<file path="src/rtl/mem_copy_engine.sv">
// Block-copy master for the 16-bit data memory: reads a word, writes it, repeats; picks direction for overlaps.
// Optional running checksum of copied words when MEM_COPY_CHECKSUM_EN is defined.
module mem_copy_engine #(
    parameter int ADR_W     = 10,
    parameter int DATA_W    = 16,
    parameter int MEM_DEPTH = 1000
) (
    input  logic              clk,
    input  logic              rst,
    input  logic              start,
    input  logic [ADR_W-1:0]  src,
    input  logic [ADR_W-1:0]  dst,
    input  logic [ADR_W:0]    len,
    output logic              busy,
    output logic              done,
    output logic              err,
    output logic [ADR_W-1:0]  mem_adr,
    output logic [DATA_W-1:0] mem_data,
    output logic              mem_read,
    output logic              mem_write,
    input  logic [DATA_W-1:0] mem_out
`ifdef MEM_COPY_CHECKSUM_EN
    ,
    output logic [DATA_W-1:0] checksum
`endif
);

    // Handshake: start is a one-cycle request honoured only in IDLE; exactly one of done/err
    // pulses for each accepted request, and busy covers the memory-owning cycles in between.
    localparam int EXT_W = ADR_W + 2;

    typedef enum logic [2:0] {IDLE, READ, WRITE, DONE, ERR} state_t;

    state_t             state;
    logic [ADR_W-1:0]   cur_src;
    logic [ADR_W-1:0]   cur_dst;
    logic [ADR_W:0]     remaining;
    logic               descending;

    logic [EXT_W-1:0]   src_end;
    logic [EXT_W-1:0]   dst_end;
    logic               req_bad;
    logic               req_desc;
    logic [ADR_W-1:0]   first_src;
    logic [ADR_W-1:0]   first_dst;
    logic [ADR_W-1:0]   next_src;
    logic [ADR_W-1:0]   next_dst;

    // Extended-width sums so an oversized request cannot wrap into a legal-looking range.
    assign src_end   = EXT_W'(src) + EXT_W'(len);
    assign dst_end   = EXT_W'(dst) + EXT_W'(len);
    assign req_bad   = (src_end > EXT_W'(MEM_DEPTH)) || (dst_end > EXT_W'(MEM_DEPTH));
    assign req_desc  = (dst > src) && (EXT_W'(dst) < src_end);
    assign first_src = req_desc ? src + ADR_W'(len) - 1'b1 : src;
    assign first_dst = req_desc ? dst + ADR_W'(len) - 1'b1 : dst;
    assign next_src  = descending ? cur_src - 1'b1 : cur_src + 1'b1;
    assign next_dst  = descending ? cur_dst - 1'b1 : cur_dst + 1'b1;

    // mem_data doubles as the word buffer: it is loaded at the end of READ and held through WRITE.
    always_ff @(posedge clk or posedge rst) begin
        if (rst) begin
            state      <= IDLE;
            busy       <= 1'b0;
            done       <= 1'b0;
            err        <= 1'b0;
            mem_read   <= 1'b0;
            mem_write  <= 1'b0;
            mem_adr    <= '0;
            mem_data   <= '0;
            cur_src    <= '0;
            cur_dst    <= '0;
            remaining  <= '0;
            descending <= 1'b0;
`ifdef MEM_COPY_CHECKSUM_EN
            checksum   <= '0;
`endif
        end else begin
            done <= 1'b0;
            err  <= 1'b0;
            case (state)
                IDLE: begin
                    if (start) begin
`ifdef MEM_COPY_CHECKSUM_EN
                        checksum <= '0;
`endif
                        if (req_bad) begin
                            state <= ERR;
                            err   <= 1'b1;
                        end else if (len == '0) begin
                            state <= DONE;
                            done  <= 1'b1;
                        end else begin
                            state      <= READ;
                            busy       <= 1'b1;
                            mem_read   <= 1'b1;
                            mem_adr    <= first_src;
                            cur_src    <= first_src;
                            cur_dst    <= first_dst;
                            descending <= req_desc;
                            remaining  <= len;
                        end
                    end
                end
                READ: begin
                    state     <= WRITE;
                    mem_data  <= mem_out;
                    mem_read  <= 1'b0;
                    mem_write <= 1'b1;
                    mem_adr   <= cur_dst;
                end
                WRITE: begin
                    mem_write <= 1'b0;
                    remaining <= remaining - 1'b1;
                    cur_src   <= next_src;
                    cur_dst   <= next_dst;
`ifdef MEM_COPY_CHECKSUM_EN
                    checksum  <= checksum + mem_data;
`endif
                    if (remaining == (ADR_W+1)'(1)) begin
                        state <= DONE;
                        busy  <= 1'b0;
                        done  <= 1'b1;
                    end else begin
                        state    <= READ;
                        mem_read <= 1'b1;
                        mem_adr  <= next_src;
                    end
                end
                DONE:    state <= IDLE;
                ERR:     state <= IDLE;
                default: state <= IDLE;
            endcase
        end
    end

endmodule

</file>
<file path="config.mk">
export PLATFORM = sky130hd
export DESIGN_NAME = mem_copy_engine
export DESIGN_NICKNAME = d
export VERILOG_FILES = /design/src/rtl/mem_copy_engine.sv
export SDC_FILE = /design/constraint.sdc
export NUM_CORES = 1
export LEC_CHECK = 0
export ABC_CLOCK_PERIOD_IN_PS = 4700
export BUFFER_PORTS_ARGS = -buffer_cell sky130_fd_sc_hd__buf_4
export CAP_MARGIN = 25
export CORE_MARGIN = 5
export CORE_UTILIZATION = 45
export CTS_CLUSTER_SIZE = 30
export DETAILED_ROUTE_END_ITERATION = 7
export PLACE_DENSITY = 0.77
export SYNTH_ARGS = -nofsm -noshare
export SYNTH_HDL_FRONTEND = slang
export SYNTH_SLANG_ARGS = --single-unit
export TNS_END_PERCENT = 1
</file>
<file path="constraint.sdc">
create_clock -name clk -period 4.7 [get_ports clk]
set_input_delay 0 -clock clk [delete_from_list [all_inputs] [get_ports clk]]
set_output_delay 0 -clock clk [all_outputs]
set_load 0.01 [all_outputs]
</file>
**Word level (Yosys, flattened, before mapping)**

Cells that the tools add are included.

- Flip-flop bits (word level): 66
- Input bits: 50
- Logic and storage cells: 87

- $add $sub $neg: 11
- Magnitude comparators: 4
- Equality and inequality tests: 8
- Mux-type cells: 39
- Bitwise gates (word level): 2
- Reductions and logical operators: 11

Operator list:

| cell | number |
|---|---|
| two-way mux 10 bit | 11 |
| case mux 10 bit (2 select lines) | 2 |
| subtractor 10 x 1 -> 10 bit (second input constant) | 4 |
| two-way mux 11 bit | 3 |
| case mux 10 bit (3 select lines) | 1 |
| adder 10 x 11 -> 12 bit | 2 |
| greater-than comparator 12 x 10 -> 1 bit (second input constant) | 2 |
| case mux 11 bit (2 select lines) | 1 |
| adder 10 x 1 -> 10 bit (second input constant) | 2 |
| adder 10 bit | 2 |
| < comparator 10 x 12 -> 1 bit | 1 |
| two-way mux 1 bit | 12 |
| equality test 11 x 1 -> 1 bit (second input constant) | 1 |
| zero test 11 bit | 1 |
| subtractor 11 x 1 -> 11 bit (second input constant) | 1 |
| greater-than comparator 10 bit | 1 |
| inequality test 2 bit (second input constant) | 5 |
| AND reduction 5 bit | 2 |
| case mux 3 bit (3 select lines) | 1 |
| AND reduction 4 bit | 2 |
| two-way mux 3 bit | 2 |
| case mux 1 bit (2 select lines) | 3 |
| two-way mux 2 bit | 2 |
| nonzero test 2 bit | 2 |
| 8 further kinds | 9 |

**Longest topological paths before layout**

Gate-level depths: netlist (run 1).

- Depth after elaboration: 8
- Depth in mapped cells: 17
- Depth with buffers taken out: 16

**Worst setup path before layout (run 1)**

OpenSTA, ideal clock, no wires.

- Path kind: input-to-reg
- From: input port src[0]
- To: register mem_adr[8]
- Library setup time: 0.125 ns
- Arrival: 3.351 ns
- Data required time: 4.575 ns
- Setup slack: 1.225 ns
- Stages on the path: 17
- Path through: ha_1 inv_1 fa_1 and2b_1 o2111ai_1 a311o_1 a21o_1 and2_1 ha_1 a2111oi_0 o21ai_0 o22ai_1 o21ai_1 buf_2 mux2i_1 o221ai_1 mux2_2

- Word-level cells in the longest chain between the ends: 8

RTL lines:

| element | RTL line | RTL |
|---|---|---|
| start, declared | 11 | `input logic [ADR_W-1:0] src,` |
| adder 10 x 11 -> 12 bit | 50 | `assign src_end = EXT_W'(src) + EXT_W'(len);` |
| < comparator 10 x 12 -> 1 bit | 53 | `assign req_desc = (dst > src) && (EXT_W'(dst) < src_end);` |
| logical AND 1 bit | 53 |  |
| two-way mux 10 bit | 54 | `assign first_src = req_desc ? src + ADR_W'(len) - 1'b1 : src;` |
| two-way mux 10 bit | 89 | `end else if (len == '0) begin` |
| two-way mux 10 bit | 86 | `if (req_bad) begin` |
| two-way mux 10 bit | 82 | `if (start) begin` |
| case mux 10 bit (3 select lines) | 80 | `case (state)` |
| end signal, assigned | 96 | `mem_adr <= first_src;` |
| end signal, assigned | 109 | `mem_adr <= cur_dst;` |
| end signal, assigned | 126 | `mem_adr <= next_src;` |
| end, declared | 17 | `output logic [ADR_W-1:0] mem_adr,` |

Parallel ways exist; a longest one is shown, timed or not. The select of a mux whose other input is x is not followed.
A chain may end at the register's enable or synchronous reset.

**Worst setup path in the final report (run 1)**

- From: input port len[0]
- To: register mem_adr[8]

- Word-level cells in the longest chain between the ends: 8

RTL lines:

| element | RTL line | RTL |
|---|---|---|
| start, declared | 13 | `input logic [ADR_W:0] len,` |
| adder 10 x 11 -> 12 bit | 50 |  |
| < comparator 10 x 12 -> 1 bit | 53 |  |
| logical AND 1 bit | 53 |  |
| two-way mux 10 bit | 54 |  |
| two-way mux 10 bit | 89 |  |
| two-way mux 10 bit | 86 |  |
| two-way mux 10 bit | 82 |  |
| case mux 10 bit (3 select lines) | 80 |  |

Parallel ways exist; a longest one is shown, timed or not. The select of a mux whose other input is x is not followed.

==> impl_metrics.py, run 1 <==
metrics = {
    "outcome": {
        "status": "complete, no violations",
    },
    "route": {
        "ant_nets": 0,
        "drc_errors": 0,
        "dr.pass1.iters": 5,
        "vias_per_cell": 5.69,
        "routed_wirelength_um": 17400,
        "wire_per_inst_um": 17.4,
        "via_count": 5688,
        "dr.first_iter.drc_count": 422,
    },
    "yosys": {
        "syn_inst": 721,
        "synthArstFlopShare_pct": 100,
        "synthDistinctLibCells": 64,
        "ys_seq_area_share_pct": 25.8,
        "synth_warnings": 0,
        "synth_nets": 868,
        "synth-edff-count": 0,
        "syn_area_um2": 6400,
        "synth_top_area_cell": "dfrtp_1",
        "synth-seq-cells": 66,
        "synthFlopType": "dfrtp_1",
        "ys_top_cells_by_area": "dfrtp_1 (26%), ha_1 (18%), mux2_2 (4.9%)",
        "synth_top_area_share_pct": 25.8,
        "syn_avg_cell_area_um2": 8.87,
    },
    "clocking": {
        "cts_tree": "yes",
        "cts_max_path_buffers": 2,
        "cts.sinks": 66,
        "clk_pin_slew_ps": 50,
        "cts_resized": 0,
        "h-tree-depth": 3,
        "hold_buffers": 18,
        "postCtsSetupBuffers": 0,
        "cts_buffers": 9,
        "ctsRootBufferMaster": "clkbuf_16",
        "clk_latency_ps": 330,
    },
    "placed_design": {
        "placed_cells": 969,
        "port_buffers": 80,
        "placed_area_um2": 7220,
        "place_congestion": 0.919,
        "dp_hpwl_um": 13600,
    },
    "floorplanning": {
        "num_rows": 43,
        "die_x_um": 129,
        "initial_utilization_pct": 45.9,
        "core-area_um2": 13900,
        "ios": 81,
        "die_h_um": 129,
        "die_area_um2": 16700,
    },
    "sta": {
        "timing.final.crit_share_pct": 82.2,
        "hold_viol": 0,
        "setup_viol": 0,
        "max_freq_ghz": 0.259,
        "relSlewSlack_pct": 36.8,
        "rsz0062_at_grt": "false",
        "slew_violations": 0,
        "final.min_clock_period_ps": 3860,
        "finClkSkew_ps": 6.35,
        "worstMarginPinSlew_ps": 948,
        "setup_tns_ps": 0,
    },
    "min_path": {
        "worstHoldPathType": "in -> reg",
        "min_from": "len[10]",
        "min_path_cells": 3,
        "min_to": "remaining[10]$_DFFE_PP0P_",
    },
    "setup_path": {
        "arrival_ps": 4070,
        "crit_required_ps": 4910,
        "criticalPathCategory": "in -> reg",
        "r2r-start": "descending$_DFFE_PP0P_",
        "critical_path.slowest_cell": "o21ai_2",
        "cp-start-kind": "primary input",
        "cp_slowest_stage_delay_ps": 700,
        "worst-path-max-fanout": 15,
        "cp_cell_sequence": "buf_4, ha_1, inv_1, fa_1, and2b_1, o2111ai_1, a311o_1, a21o_1, and2_1, ha_1, o21a_1, o22ai_1, o21ai_2, buf_4, mux2i_1, o221ai_1, mux2_2",
        "endpoint_kind": "flop",
        "reg2reg_depth": 10,
        "r2r-end": "cur_dst[9]$_DFFE_PP0P_",
        "rrSetupSlack_ps": 1470,
    },
    "power_and_ir_drop": {
        "p_sw_mw": 1.77,
        "clockPowerShare_pct": 13.7,
        "seq_power_share_pct": 26.6,
        "internal_power_mw": 2.42,
        "ir_worst_vdd_v": 0.000299,
        "p_per_area_nw_per_um2": 548,
        "p_sw_share_pct": 42.2,
        "p_leak_nw": 3.70,
        "power_mw": 4.19,
        "p_comb_share_pct": 59.6,
    },
    "global_routing": {
        "overflow": 0,
        "grt_pass1_vias": 5602,
        "track_usage_pct": 21.3,
        "antenna_found_initial": 0,
        "grt_pass1_wl_um": 28300,
        "grt_max_degree": 67,
    },
    "job": {
        "cap_violations": 0,
    },
    "layout": {
        "final_area_um2": 7640,
        "instances_no_fill": 999,
        "synthToLayoutAreaGrowth_pct": 19.5,
        "layout-drive-gt1-share_pct": 17.9,
        "n_fill_cell": 1236,
        "final_nets": 965,
        "fin_util_pct": 54.9,
        "num_antenna_cells": 0,
    },
}
state kept, by name (all words and copies together), names as in the netlist:
| register | count |
|---|---|
| mem_adr | 10 |
| done | 1 |
| err | 1 |
| state | 3 |
| mem_data | 16 |
| busy | 1 |
| mem_write | 1 |
| remaining | 11 |
| cur_dst | 10 |
| mem_read | 1 |
| cur_src | 10 |
| descending | 1 |
how the worst max path moves through the flow:
| stage | startpoint | end | slack [ps] |
|---|---|---|---|
| finish | len[0] | mem_adr[8]$_DFFE_PP0P_ | 840 |
| global route | src[0] | mem_adr[8]$_DFFE_PP0P_ | 570 |
| CTS | src[0] | mem_adr[8]$_DFFE_PP0P_ | 880 |
| detailed placement | src[0] | mem_adr[8]$_DFFE_PP0P_ | 540 |
| global placement | src[0] | mem_adr[8]$_DFFE_PP0P_ | 630 |
| floorplan | src[0] | mem_adr[8]$_DFFE_PP0P_ | 1220 |
worst max-delay path: cells and delay by family:
family                     cells  cell delay (ps)
AOI/OAI and AO/OA              7             1760
adders and majority gates      3              860
muxes                          2              540
buffers and inverters          3              480
and+or+nand+nor                2              420
routing by layer:
metal  track usage, %  up-vias  part of all wire [%]
li1                 -     2782                     -
met1             27.9     2726                    43
met2             36.2      150                    49
met3             4.00       30                   4.5
met4             5.99        0                   2.6
met5                0        -                     0
Yosys cell counts, drive strengths merged (3+ instances only):
cell	n
nand2b	3
nand2	47
o21ai	35
o211ai	11
inv	82
dfrtp	66
or2	4
mux2i	20
a2111oi	3
nor3	17
xnor2	30
mux2	33
o21bai	5
nor4	7
and3	3
a211oi	10
nand4	6
and2	5
a21oi	43
o31a	3
ha	91
or4	3
a31oi	9
o21a	9
o31ai	4
o22ai	10
a21boi	3
nand3	11
a21o	24
or3	5
o41ai	3
o221ai	3
fa	6
a22oi	3
xor2	9
nor2b	8
a221oi	5
clkbuf	15
nor2	40
buf	5
cell type report:
cell class	count	area, µm²	share of cell area, %
clock buffers	11	243	3.18
clock inverters	1	5.00	0.0655
inverters	82	308	4.03
multi-input cells	553	4370	57.2
flip-flops and latches	66	1650	21.6
well taps	180	225	2.95
repair buffers	106	841	11.0
layout by cell type, fill, tap and decap left out, drive strengths merged, types with 6 or more instances in the layout:
cell type and n:
nand2 47, nor2 40, xnor2 30, a21oi 43
a31oi 9, buf 88, nand3 11, dfrtp 66
a21o 24, clkbuf 11, xor2 9, nor2b 8
ha 91, fa 6, o22ai 10, o211ai 11
o21a 9, o21ai 35, mux2i 20, inv 82
mux2 33, a211oi 10, dlygate4sd3 18, nand4 6
nor4 7, nor3 17
kinds of logic after synthesis:
| logic type | Yosys count | share of synthesized area (%) |
|---|---|---|
| adder cells (fa/ha/maj) | 97 | 19.7 |
| XOR/XNOR | 39 | 5.34 |
| AND/OR/NAND/NOR | 167 | 12.8 |
| buffers and inverters | 102 | 6.20 |
| flip-flops | 66 | 25.8 |
| multiplexers | 53 | 9.23 |
| AO/OA/AOI/OAI | 197 | 21.0 |
through the flow:
step / hold WS (ps) / setup slack, ps
finish: 26.3 / 837
detailed placement: 237 / 541
floorplan: 146 / 1220
global placement: 232 / 633
global route: 28.2 / 573
CTS: 14.5 / 878
power groups by stage:
stage | clock network, mW | logic [mW] | registers, mW
3_3_place_gp | 0 | 2.40 | 1.11
6_report | 0.575 | 2.50 | 1.12
4_1_cts | 0.590 | 2.49 | 1.11
3_5_place_dp | 0 | 2.45 | 1.12
5_1_grt | 0.618 | 2.78 | 1.16
2_1_floorplan | 0 | 1.77 | 1.10
No activity file was read; power rests on OpenSTA's default activity.
==> run 2, diff against run 1 <==
--- a/config.mk
+++ b/config.mk
@@ -5,14 +5,14 @@
 export SDC_FILE = /design/constraint.sdc
 export NUM_CORES = 1
 export LEC_CHECK = 0
-export ABC_CLOCK_PERIOD_IN_PS = 4700
+export ABC_CLOCK_PERIOD_IN_PS = 3200
 export BUFFER_PORTS_ARGS = -buffer_cell sky130_fd_sc_hd__buf_4
 export CAP_MARGIN = 25
 export CORE_MARGIN = 5
 export CORE_UTILIZATION = 45
 export CTS_CLUSTER_SIZE = 30
 export DETAILED_ROUTE_END_ITERATION = 7
-export PLACE_DENSITY = 0.77
+export PLACE_DENSITY = 0.79
 export SYNTH_ARGS = -nofsm -noshare
 export SYNTH_HDL_FRONTEND = slang
 export SYNTH_SLANG_ARGS = --single-unit
==> constraint.sdc (replaced) <==
create_clock -name clk -period 3.2 [get_ports clk]
set_input_delay 0 -clock clk [delete_from_list [all_inputs] [get_ports clk]]
set_output_delay 0 -clock clk [all_outputs]
set_load 0.01 [all_outputs]
==> run 2 against run 1 <==
  * Combinational power grew 59%
  * Clock power grew 62%
  * Die area stayed put
  * Via count is 5.8% higher
  * Sequential share of layout area is 1.5 points lower
  * Largest power group unchanged
==> impl_metrics.py, run 2 (synthesis gave the netlist of run 1 again) <==
metrics = {
    "sta": {
        "fin_ws_ps": 97.4,
        "setup_viol": 0,
        "relSlewSlack_pct": 38.3,
        "finClkSkew_ps": 6.16,
        "timing.final.crit_share_pct": 97.0,
        "worstMarginPinSlew_ps": 918,
        "final.min_clock_period_ps": 3100,
        "hold_viol": 0,
        "slew_violations": 0,
        "setup_tns_ps": 0,
        "max_freq_ghz": 0.322,
    },
    "layout": {
        "final_nets": 1016,
        "regMostFlops": "mem_data",
        "n_fill_cell": 1169,
        "final_cell_mix": "buf_4 (132), ha_1 (89), inv_1 (80)",
        "largestRegisters": "mem_data (16), remaining (11)",
        "synthToLayoutAreaGrowth_pct": 28.2,
        "layout-drive-gt1-share_pct": 24.5,
        "instances_no_fill": 1055,
        "largest_reg_flops": 16,
        "final_common_cell": "buf_4",
    },
    "power_and_ir_drop": {
        "p_sw_share_pct": 41.5,
        "seq_power_share_pct": 24.7,
        "p_sw_mw": 2.70,
        "ir_worst_vdd_v": 0.000411,
        "p_comb_share_pct": 61.0,
        "p_per_area_nw_per_um2": 794,
        "p_leak_nw": 3.98,
        "internal_power_mw": 3.81,
        "clockPowerShare_pct": 14.3,
    },
    "setup_path": {
        "worst-path-max-fanout": 11,
        "arrival_ps": 3320,
        "cp_slowest_stage_delay_ps": 360,
        "cp-startpoint": "len[0]",
        "endpoint_kind": "flop",
        "critical_path.slowest_cell": "fa_2",
        "cp-start-kind": "primary input",
        "criticalPathCategory": "in -> reg",
        "cp_cell_sequence": "buf_4, ha_4, inv_2, fa_2, and2b_2, o2111ai_2, a311o_1, a21o_1, and2_4, ha_4, a2111oi_4, o21ai_1, o22ai_1, o21ai_2, buf_6, mux2i_2, o221ai_1, mux2_4",
        "crit_required_ps": 3410,
        "cp_common_cell": "ha_4",
        "r2r-start": "descending$_DFFE_PP0P_",
    },
    "clocking": {
        "ctsRootBufferMaster": "clkbuf_16",
        "cts.sinks": 66,
        "h-tree-depth": 3,
        "clk_latency_ps": 330,
        "cts_buffers": 9,
        "cts_tree": "yes",
        "clk_pin_slew_ps": 50,
        "cts_max_path_buffers": 2,
    },
    "placed_design": {
        "placed_cells": 1019,
        "dp_slack_ps": -427,
        "port_buffers": 80,
        "dp_hpwl_um": 14500,
        "place_congestion": 0.945,
    },
    "route": {
        "vias_per_cell": 5.70,
        "drc_errors": 0,
        "dr.first_iter.drc_count": 427,
        "wire_per_inst_um": 17.5,
        "ant_nets": 0,
        "routed_wirelength_um": 18500,
        "dr.pass1.iters": 6,
        "via_count": 6017,
    },
    "global_routing": {
        "antenna_found_initial": 0,
        "grt_pass1_vias": 5857,
        "grt_pass1_wl_um": 29700,
        "track_usage_pct": 22.3,
        "overflow": 0,
        "grt_max_degree": 35,
    },
    "floorplanning": {
        "initial_utilization_pct": 45.9,
        "num_rows": 43,
        "ios": 81,
        "die_area_um2": 16700,
        "die_x_um": 129,
        "core-area_um2": 13900,
        "die_h_um": 129,
    },
    "min_path": {
        "min_from": "len[10]",
        "worstHoldPathType": "in -> reg",
    },
    "outcome": {
        "status": "complete, no violations",
    },
    "job": {
        "cap_violations": 0,
    },
}
==> run 2: path summary, 6_finish.rpt <==
path | end | slack (ps) | cells after the start
setup / recovery | mem_adr[8]$_DFFE_PP0P_ | 100 | 18
hold / removal | remaining[10]$_DFFE_PP0P_ | 20 | 3
setup reg to reg | mem_adr[8]$_DFFE_PP0P_ | 320 | 11
hold reg to reg | mem_write$_DFFE_PP0N_ | 490 | 1
max in group asynchronous | cur_src[7]$_DFFE_PP0P_ | 2530 | 4
min in group asynchronous | done$_DFF_PP0_ | 320 | 4
==> run 2: routing by layer <==
layer,wire (µm),vias up,GRT usage [%]
met1,7870,2870,29.0
met5,0,-,0
li1,-,2890,-
met4,552,0,6.30
met2,9070,215,38.1
met3,994,42,4.20
==> run 2: power by group through the flow <==
stage / clock network, mW / registers (mW) / logic, mW
floorplan: 0 / 1.62 / 2.61
global placement: 0 / 1.59 / 3.77
detailed placement: 0 / 1.61 / 3.83
CTS: 0.943 / 1.59 / 3.90
global route: 0.985 / 1.66 / 4.37
finish: 0.932 / 1.61 / 3.97
==> run 2: stage by stage <==
step                hold WS, ps  utilization [%]  instance area, µm²  total power, mW
finish                     17.0             58.8                8200             6.51
CTS                        14.0             58.3                8130             6.44
global route               13.2             58.8                8200             7.01
floorplan                   146                -                6440             4.23
global placement            121             54.9                7660             5.36
detailed placement          125             54.9                7660             5.44
==> run 2: cell type report <==
| cell class | count | area (µm²) | area share (%) |
|---|---|---|---|
| inverter | 82 | 308 | 3.75 |
| sequential | 66 | 1650 | 20.1 |
| tap | 180 | 225 | 2.75 |
| multi-input combinational | 553 | 4450 | 54.3 |
| clock buffer | 14 | 274 | 3.34 |
| antenna | 1 | 2.50 | 0.0305 |
| clock inverter | 2 | 10.0 | 0.122 |
| timing repair buffer | 157 | 1280 | 15.6 |
==> run 2: critical path: cells and delay by family <==
family | cells | cell delay (ps)
mux | 2 | 510
fa+ha+maj | 3 | 650
buf+inv | 3 | 330
compound gates | 8 | 1420
simple gates | 2 | 400
==> run 2: repair_timing <==
item	CTS	global route
gates resized for setup	2	13
pin swaps	0	4
setup buffers	0	1
setup endpoints to repair	18	29
endpoints found under the hold margin	85	0
hold buffers	18	0
==> run 3, diff against run 2 <==
--- a/config.mk
+++ b/config.mk
@@ -12,7 +12,7 @@
 export CORE_UTILIZATION = 45
 export CTS_CLUSTER_SIZE = 30
 export DETAILED_ROUTE_END_ITERATION = 7
-export PLACE_DENSITY = 0.79
+export PLACE_DENSITY = 0.77
 export SYNTH_ARGS = -nofsm -noshare
 export SYNTH_HDL_FRONTEND = slang
 export SYNTH_SLANG_ARGS = --single-unit
==> run 3 against run 2 <==
  * Combinational power about the same
  * Utilization fell by 0.090 points
  * Sequential share of layout area barely moved
  * Critical path type unchanged
==> impl_metrics.py, run 3 (synthesis gave the netlist of run 1 again) <==
metrics = {
    "outcome": {
        "status": "complete, no violations",
    },
    "power_and_ir_drop": {
        "seq_power_share_pct": 24.5,
        "p_leak_nw": 3.98,
        "p_per_area_nw_per_um2": 808,
        "ir_worst_vdd_v": 0.000424,
        "internal_power_mw": 3.87,
        "clockPowerShare_pct": 15.2,
        "p_sw_share_pct": 41.4,
        "p_comb_share_pct": 60.3,
        "p_sw_mw": 2.74,
    },
    "placed_design": {
        "place_congestion": 0.952,
        "port_buffers": 80,
        "placed_cells": 1020,
        "dp_hpwl_um": 14700,
    },
    "floorplanning": {
        "die_area_um2": 16700,
        "num_rows": 43,
        "initial_utilization_pct": 45.9,
        "core-area_um2": 13900,
        "die_h_um": 129,
        "ios": 81,
        "die_x_um": 129,
    },
    "global_routing": {
        "grt_pass1_wl_um": 29600,
        "track_usage_pct": 22.5,
        "grt_max_degree": 37,
        "antenna_found_initial": 0,
        "overflow": 0,
        "grt_pass1_vias": 5811,
    },
    "route": {
        "met3_wirelength_um": 1040,
        "m1WireLength_um": 8060,
        "dr.first_iter.drc_count": 464,
        "maxUsedRoutingLayer": "met4",
        "via_count": 5976,
        "met2_length_um": 9100,
        "wire_per_inst_um": 17.9,
        "drc_errors": 0,
        "routed_wirelength_um": 18800,
        "dr.pass1.iters": 6,
        "ant_nets": 0,
        "vias_per_cell": 5.66,
    },
    "sta": {
        "hold_viol": 0,
        "worstMarginPinSlew_ps": 818,
        "setup_viol": 0,
        "relSlewSlack_pct": 45.0,
        "slew_violations": 0,
        "final.min_clock_period_ps": 3130,
        "setup_tns_ps": 0,
        "finClkSkew_ps": 3.66,
        "rsz0062_at_grt": "true",
        "max_freq_ghz": 0.320,
        "timing.final.crit_share_pct": 97.8,
    },
    "min_path": {
        "worstHoldPathType": "in -> reg",
        "min_from": "len[10]",
        "min_path_cells": 3,
    },
    "clocking": {
        "h-tree-depth": 3,
        "cts.sinks": 66,
        "ctsRootBufferMaster": "clkbuf_16",
        "cts_buffers": 9,
        "cts_tree": "yes",
        "clk_latency_ps": 340,
        "clk_pin_slew_ps": 50,
        "cts_max_path_buffers": 2,
    },
    "setup_path": {
        "cp_cell_sequence": "buf_4, ha_4, inv_2, fa_2, and2b_2, o2111ai_2, a311o_1, a21o_1, and2_1, ha_2, a2111oi_2, o21ai_1, o22ai_1, o21ai_2, buf_4, mux2i_1, o221ai_1, mux2_4",
        "arrival_ps": 3350,
        "r2r-start": "descending$_DFFE_PP0P_",
        "reg2reg_depth": 11,
        "critical_path.slowest_cell": "fa_2",
        "endpoint_kind": "flop",
        "cp-start-kind": "primary input",
        "critPathBufInv": 3,
        "cp-startpoint": "src[0]",
        "cp_common_cell": "buf_4",
        "criticalPathCategory": "in -> reg",
        "worst-path-max-fanout": 8,
        "crit_required_ps": 3420,
        "crit_cells": 18,
        "crit_family": "compound AO/OA/AOI/OAI gates",
        "cp_slowest_stage_delay_ps": 360,
    },
    "layout": {
        "instances_no_fill": 1055,
        "largestRegisters": "mem_data (16), remaining (11)",
        "final_nets": 1017,
        "final_cell_mix": "buf_4 (137), ha_1 (89), inv_1 (80)",
        "regMostFlops": "mem_data",
        "largest_reg_flops": 16,
        "num_antenna_cells": 0,
        "synthToLayoutAreaGrowth_pct": 28.0,
        "final_common_cell": "buf_4",
        "layout-drive-gt1-share_pct": 24.6,
    },
    "job": {
        "cap_violations": 0,
    },
}
run 3: routing by layer:
layer | GRT usage, % | vias up
li1 | - | 2903
met2 | 36.8 | 214
met3 | 4.45 | 56
met1 | 29.2 | 2803
met4 | 8.96 | 0
met5 | 0 | -
run 3: final timing paths:
| kind | slack, ps | endpoint |
|---|---|---|
| min reg2reg | 490 | mem_write$_DFFE_PP0N_ |
| min in group asynchronous | 370 | mem_data[14]$_DFFE_PP0N_ |
| max | 70 | mem_adr[8]$_DFFE_PP0P_ |
| max in group asynchronous | 1910 | cur_src[7]$_DFFE_PP0P_ |
| min | 20 | remaining[10]$_DFFE_PP0P_ |
| max reg2reg | 310 | mem_adr[8]$_DFFE_PP0P_ |
run 3: what timing repair did:
| action | 4_1_cts | 5_1_grt |
|---|---|---|
| gates resized for setup | 0 | 9 |
| endpoints found under the setup margin | 0 | 30 |
| hold buffers | 18 | 0 |
| hold endpoints to repair | 55 | 0 |
| buffers inserted | 0 | 1 |
run 3: worst register-to-register path, stage by stage, from the launching register on:
cell and delay, ps:
dfrtp_1 420, buf_4 230, fa_1 450, a21o_1 190, a21oi_1 220, nor2b_1 80
o21a_1 200, nor4_1 200, nor3_1 120, xnor2_1 210, o221ai_1 150, mux2_4 310
run 3: power by group through the flow:
stage               sequential, mW  combinational [mW]  clock (mW)
floorplan                     1.62                2.61           0
global placement              1.59                3.78           0
detailed placement            1.61                3.87           0
CTS                           1.60                3.92        1.02
global route                  1.66                4.36        1.06
finish                        1.62                3.99        1.01
run 3: final cells by class:
type	instances	area (µm²)
fill	1170	5750
timing repair buffer	158	1270
sequential	66	1650
clock inverter	4	50.0
clock buffer	12	256
inverter	82	308
tap	180	225
multi-input combinational	553	4430
run 3: through the flow:
stage                     util (%)  instance area [µm²]  total power [mW]  hold slack (ps)  worst slack (ps)
after floorplan                  -                 6440              4.23              146              10.8
after global placement        55.0                 7660              5.38              187              -306
after detailed placement      55.0                 7660              5.48              185              -329
after CTS                     58.5                 8150              6.55             19.9              22.3
after global routing          58.8                 8190              7.09             20.5             -62.4
final                         58.8                 8190              6.61             23.4              70.7
